### src/rtl/mux41c_rr_arbiter_pkg.sv
// Shared types and constants for the mux41c round-robin arbiter.
//   NREQ     : number of requesters sharing the mux41c path
//   SEL_W    : width of the mux select
//   arb_state_t : arbiter FSM states
//   sel_onehot  : select index -> one-hot grant vector
package mux_arb_pkg;

  localparam int NREQ  = 4;
  localparam int SEL_W = 2;

  typedef enum logic [1:0] {
    IDLE   = 2'd0,
    GRANT  = 2'd1,
    SWITCH = 2'd2
  } arb_state_t;

  function automatic logic [NREQ-1:0] sel_onehot(input logic [SEL_W-1:0] idx);
    logic [NREQ-1:0] v;
    v = '0;
    v[idx] = 1'b1;
    return v;
  endfunction

endpackage

### src/rtl/mux41c_rr_arbiter_rr_pick4.sv
// rr_pick4: combinational rotating-priority encoder.
//   req[3:0] : request vector
//   ptr[1:0] : index searched first; search order ptr, ptr+1, ptr+2, ptr+3 (mod 4)
//   idx[1:0] : first requesting index in that order (ptr when none)
//   any      : at least one request bit set
module rr_pick4
  import mux_arb_pkg::*;
(
  input  logic [NREQ-1:0]  req,
  input  logic [SEL_W-1:0] ptr,
  output logic [SEL_W-1:0] idx,
  output logic             any
);

  logic             found;
  logic [SEL_W-1:0] cand;

  always_comb begin
    idx   = ptr;
    found = 1'b0;
    cand  = ptr;
    any   = |req;
    for (int k = 0; k < NREQ; k++) begin
      // Index arithmetic wraps naturally in SEL_W bits.
      cand = ptr + SEL_W'(k);
      if (!found && req[cand]) begin
        idx   = cand;
        found = 1'b1;
      end
    end
  end

endmodule

### src/rtl/mux41c_rr_arbiter.sv
// mux41c_rr_arbiter: round-robin arbiter sharing one mux41c 4:1 path.
//   clk          : system clock, rising edge
//   reset        : asynchronous active-high reset
//   req[3:0]     : level requests, bit i <-> mux input c[i]
//   gnt[3:0]     : registered one-hot grant, zero when no owner
//   sel[1:0]     : registered mux select, drives mux41c.s
//   valid        : registered, high while a grant is active (qualifies y)
//   dbg_state    : FSM state
//   dbg_ptr      : current highest-priority index
//   dbg_hold_cnt : cycles the current owner has held the grant (saturating)
//
// Handshake: req is a level; a requester is served while req[i] is high and
// gnt[i]/valid are high. Dropping req[owner] releases the path; the arbiter
// then spends exactly one cycle with valid low before any new owner.
module mux41c_rr_arbiter
  import mux_arb_pkg::*;
#(
  parameter int HOLD_MAX = 8,
  localparam int CNT_W = $clog2(HOLD_MAX + 1)
) (
  input  logic             clk,
  input  logic             reset,
  input  logic [NREQ-1:0]  req,
  output logic [NREQ-1:0]  gnt,
  output logic [SEL_W-1:0] sel,
  output logic             valid,
  output arb_state_t       dbg_state,
  output logic [SEL_W-1:0] dbg_ptr,
  output logic [CNT_W-1:0] dbg_hold_cnt
);

  localparam logic [CNT_W-1:0] CNT_MAX = CNT_W'(HOLD_MAX);

  arb_state_t       state_q, state_d;
  logic [SEL_W-1:0] owner_q, owner_d;
  logic [SEL_W-1:0] ptr_q, ptr_d;
  logic [CNT_W-1:0] hold_cnt_q, hold_cnt_d;
  logic [NREQ-1:0]  gnt_q, gnt_d;
  logic [SEL_W-1:0] sel_q, sel_d;
  logic             valid_q, valid_d;

  logic [SEL_W-1:0] pick_idx;
  logic             pick_any;
  logic             others_pending;

  rr_pick4 u_pick (
    .req (req),
    .ptr (ptr_q),
    .idx (pick_idx),
    .any (pick_any)
  );

  assign others_pending = |(req & ~sel_onehot(owner_q));

  always_comb begin
    state_d    = state_q;
    owner_d    = owner_q;
    ptr_d      = ptr_q;
    hold_cnt_d = hold_cnt_q;
    gnt_d      = gnt_q;
    sel_d      = sel_q;
    valid_d    = valid_q;
    case (state_q)
      IDLE, SWITCH: begin
        gnt_d   = '0;
        valid_d = 1'b0;
        if (pick_any) begin
          state_d    = GRANT;
          owner_d    = pick_idx;
          sel_d      = pick_idx;
          gnt_d      = sel_onehot(pick_idx);
          valid_d    = 1'b1;
          hold_cnt_d = CNT_W'(1);
        end else begin
          state_d = IDLE;
        end
      end
      GRANT: begin
        // Release and preempt collapse into the same single SWITCH cycle.
        if (!req[owner_q] || ((hold_cnt_q == CNT_MAX) && others_pending)) begin
          state_d    = SWITCH;
          gnt_d      = '0;
          valid_d    = 1'b0;
          ptr_d      = owner_q + SEL_W'(1);  // previous owner goes last
          hold_cnt_d = '0;
        end else if (hold_cnt_q != CNT_MAX) begin
          hold_cnt_d = hold_cnt_q + CNT_W'(1);
        end
      end
      default: begin
        state_d = IDLE;
        gnt_d   = '0;
        valid_d = 1'b0;
      end
    endcase
  end

  always_ff @(posedge clk or posedge reset) begin
    if (reset) begin
      state_q    <= IDLE;
      owner_q    <= '0;
      ptr_q      <= '0;
      hold_cnt_q <= '0;
      gnt_q      <= '0;
      sel_q      <= '0;
      valid_q    <= 1'b0;
    end else begin
      state_q    <= state_d;
      owner_q    <= owner_d;
      ptr_q      <= ptr_d;
      hold_cnt_q <= hold_cnt_d;
      gnt_q      <= gnt_d;
      sel_q      <= sel_d;
      valid_q    <= valid_d;
    end
  end

  assign gnt          = gnt_q;
  assign sel          = sel_q;
  assign valid        = valid_q;
  assign dbg_state    = state_q;
  assign dbg_ptr      = ptr_q;
  assign dbg_hold_cnt = hold_cnt_q;

endmodule

### config.mk
export PLATFORM = sky130hd
export DESIGN_NAME = mux41c_rr_arbiter
export DESIGN_NICKNAME = d
export VERILOG_FILES = /design/src/rtl/mux41c_rr_arbiter_pkg.sv /design/src/rtl/mux41c_rr_arbiter_rr_pick4.sv /design/src/rtl/mux41c_rr_arbiter.sv
export SDC_FILE = /design/constraint.sdc
export NUM_CORES = 1
export LEC_CHECK = 0
export BUFFER_PORTS_ARGS = -buffer_cell sky130_fd_sc_hd__clkbuf_2
export CAP_MARGIN = 30
export CORE_MARGIN = 2
export CORE_UTILIZATION = 50
export CTS_BUF_LIST = sky130_fd_sc_hd__clkbuf_2 sky130_fd_sc_hd__clkbuf_4 sky130_fd_sc_hd__clkbuf_8
export CTS_CLUSTER_DIAMETER = 120
export DETAILED_ROUTE_END_ITERATION = 8
export PLACE_DENSITY = 0.75
export SLEW_MARGIN = 25
export SYNTH_ARGS = -nofsm -noshare
export SYNTH_HDL_FRONTEND = slang
export SYNTH_SLANG_ARGS = --single-unit
### constraint.sdc
create_clock -name clk -period 4.2 [get_ports clk]
set_input_delay 0.63 -clock clk [delete_from_list [all_inputs] [get_ports clk]]
set_output_delay 0.63 -clock clk [all_outputs]
set_load 0.03 [all_outputs]
==> results by group <==
Floorplanning
  – Die Wd: roughly 46 um
  – Die height: around 46 um
  – Site Rows: 15
  – Total Die Area: 2110 um^2
  – CORE AREA: 1690 um^2
  – I/O pin total: 21
  – Starting Density: 52.1%

Placed design
  – DPL Wire Length: 1340 um
  – Port bufs: 20
  – Gpl congestion: 0.857
  – Pre-CTS setup slack: 2.15 ns
  – Cells after DPL: 124

Setup path
  – CP Class: reg -> reg
  – Slowest Stage Delay on Critical Path: 0.45 ns
  – Worst Path Required: 4.38 ns
  – Worst r2r src: sel[0]
  – Crit path max fanout: 6
  – CP Capture Type: flip-flop
  – Slowest cell on crit path: dfrtp_1
  – Critical Path End: dbg_hold_cnt[1]
  – Crit-path cells: inv_1, ha_1, nor2b_1, a2111oi_4, nand4_1, a32o_1
  – Reg2Reg Setup Slack: approximately 2.3 ns
  – Arrival time worst endpoint: 2.08 ns
  – Worst reg-to-reg path cell count: 6
  – CP startpoint: sel[0]
  – CP Launch Type: flip-flop
  – Worst flop-to-flop path endpoint: dbg_hold_cnt[1]

Synth
  – Syn avg cell area: 10.0 um^2
  – Mapped cell area: 880 um^2
  – FFs w/ async S/R, synth: 100%
  – Cell count after synthesis: 88
  – Primary FF master, synth: dfrtp_1
  – Distinct cells, synth: 31
  – Post-synthesis sequential area ratio: 39.8%
  – Post-synthesis net count: 100
  – Yosys reg bits: 14
  – EDFF count, synth: 0
  – Yosys warning count: 0

Routing
  – Routed wire length: 1770 um
  – Post-DR wirelength/cell: 13.8 um
  – Via count: about 730
  – First drt pass iteration count: 4
  – Starting DRT DRC Count: 23
  – DR vias/cell: 5.69
  – Number of remaining DRC errors: 0
  – Routed Antenna Nets: 0

Power and ir drop
  – Tot Pwr: slightly above 800 uW
  – Pwr Density: 787 nW/um^2
  – Sw Share: approximately 50%
  – Reg power frac: between 30 and 40%
  – Combinational Power Share: 56.9%
  – Leak Pwr: approximately 0.50 nW
  – Peak VDD IR: 0.354 mV
  – Net Sw Power: 397 uW
  – Clock network fraction of design power: 12.0%
  – Internal: 413 uW

Cells and area
  – Final #Nets: 124
  – Commonest cells after routing, fill and taps aside: clkbuf_2 (20), dfrtp_1 (14), o21ai_0 (8), nand2_1 (8)
  – ANT cells: 0
  – Commonest non-fill, non-tap cell in the layout: clkbuf_2
  – Fin cells: 128
  – Layout cell share with drive strength beyond 1: a little over 30%
  – Synth-to-Final Area Change: 17.1%

STA
  – Final setup fails: 0
  – Max Clock Skew: 0.00260 ns
  – Final hold vios: 0
  – Post-route clock period utilization: 45.4%
  – RSZ-0062 raised after global routing: false
  – Final Slew Violations: 0
  – Max_slew headroom: 64.7%
  – Fmax achieved: 525 MHz
  – Worst-Margin Slew: 0.529 ns
  – Final worst slack: 2.30 ns
  – Fin crit period: 1.90 ns
  – Setup TNS: 0 ns

Clocking
  – Postcts setup bufs: 0
  – CTS clk-pin slew, worst paths: roughly 0.08 ns
  – Worst-Skew Late Latency: 0.28 ns
  – TritonCTS clock tree: yes
  – Clk root buf: clkbuf_4
  – # H-tree levels: 1
  – Max clock buf depth: 2
  – Cts hold-fix bufs: 0
  – Total CTS buffers: 3
  – CTS Sinks: 14
  – Post_cts resized: 0

GRT
  – Initial antenna violation count: 0
  – All-Layer GR Usage: 19.0%
  – GR Util met2: 26.7%
  – Busiest layer in global routing: met1
  – Grt met1 use: 28.8%
  – Vias in the first global route: 611
  – First-pass GRT wire length: 2840 um
  – Largest net degree at the start of global routing: 15
  – GRT Residual Overflow: 0
  – M3 GR Usage: between 5 and 6%

Run status
  – Status: finished clean

Min path
  – HP Class: in -> async

Flow run
  – Max cap viols: 0
## critical path: cells and delay by family, from the launching register on
family | cells | cell delay, ns
buffers and inverters | 1 | 0.14
adders and majority gates | 1 | 0.15
DFF | 1 | 0.45
and+or+nand+nor | 2 | 0.34
AOI/OAI and AO/OA | 2 | 0.72
## Yosys cell counts (2+ instances only)
cell     number  area share (%)
ha_1          6             8.5
dfrtp_1      14              40
a22o_1        2             2.0
a21oi_1       6             3.4
mux2_4        2             3.4
a21o_2        2             2.0
o21a_1        2             1.7
inv_1         7             3.0
o21ai_0       8             4.6
nor2b_1       5             3.6
nand2_1       8             3.4
nor2_1        7             3.0
## worst min-delay path by stage
stage,depth (start not counted),from,end,slack [ns]
finish,2,reset,valid,0.35
global route,2,reset,dbg_hold_cnt[3],0.39
CTS,2,reset,dbg_hold_cnt[3],0.37
detailed placement,2,gnt[0],gnt[0],0.48
global placement,2,gnt[2],gnt[2],0.47
floorplan,1,reset,dbg_hold_cnt[0],0.52
## logic make-up after synthesis
| kind of cell | after synthesis | share of synthesized area [%] |
|---|---|---|
| buffers and inverters | 8 | 3.84 |
| AND/OR/NAND/NOR | 29 | 18.2 |
| adder cells (fa/ha/maj) | 6 | 8.53 |
| AO/OA/AOI/OAI | 28 | 23.6 |
| flip-flops | 14 | 39.8 |
| multiplexers | 3 | 5.97 |
## flip-flops by register name (all words and copies together) (netlist names)
| register | count |
|---|---|
| dbg_hold_cnt | 4 |
| gnt | 4 |
| dbg_ptr | 2 |
| sel | 2 |
| dbg_state | 1 |
| valid | 1 |
## final cells by class
type / instances / area [um^2]
Fill cell: 148 / 659
Multi-Input combinational cell: 66 / 495
Sequential cell: 14 / 350
Timing Repair Buffer: 20 / 100
Clock buffer: 4 / 36.3
Inverter: 7 / 26.3
Tap cell: 17 / 21.3
## through the flow
stage / util, % / hold slack [ns] / cell area (um^2)
floorplan: - / 0.519 / 880
global placement: 58.8 / 0.472 / 993
detailed placement: 58.8 / 0.476 / 993
CTS: 61.0 / 0.366 / 1030
global route: 61.0 / 0.394 / 1030
finish: 61.0 / 0.349 / 1030
## power by group through the flow
stage,Combinational (mW),Clock [mW],Sequential (mW)
2_1_floorplan,0.249,0,0.351
3_5_place_dp,0.459,0,0.255
3_3_place_gp,0.454,0,0.252
6_report,0.461,0.0970,0.252
5_1_grt,0.500,0.104,0.260
4_1_cts,0.462,0.101,0.252
## metal layers
metal / share of wire [%] / up-vias
met2: 44 / 25
met4: 0 / 0
met5: 0 / -
met1: 50 / 347
met3: 6.3 / 0
li1: - / 356
Power figures use the tool's default switching activity.
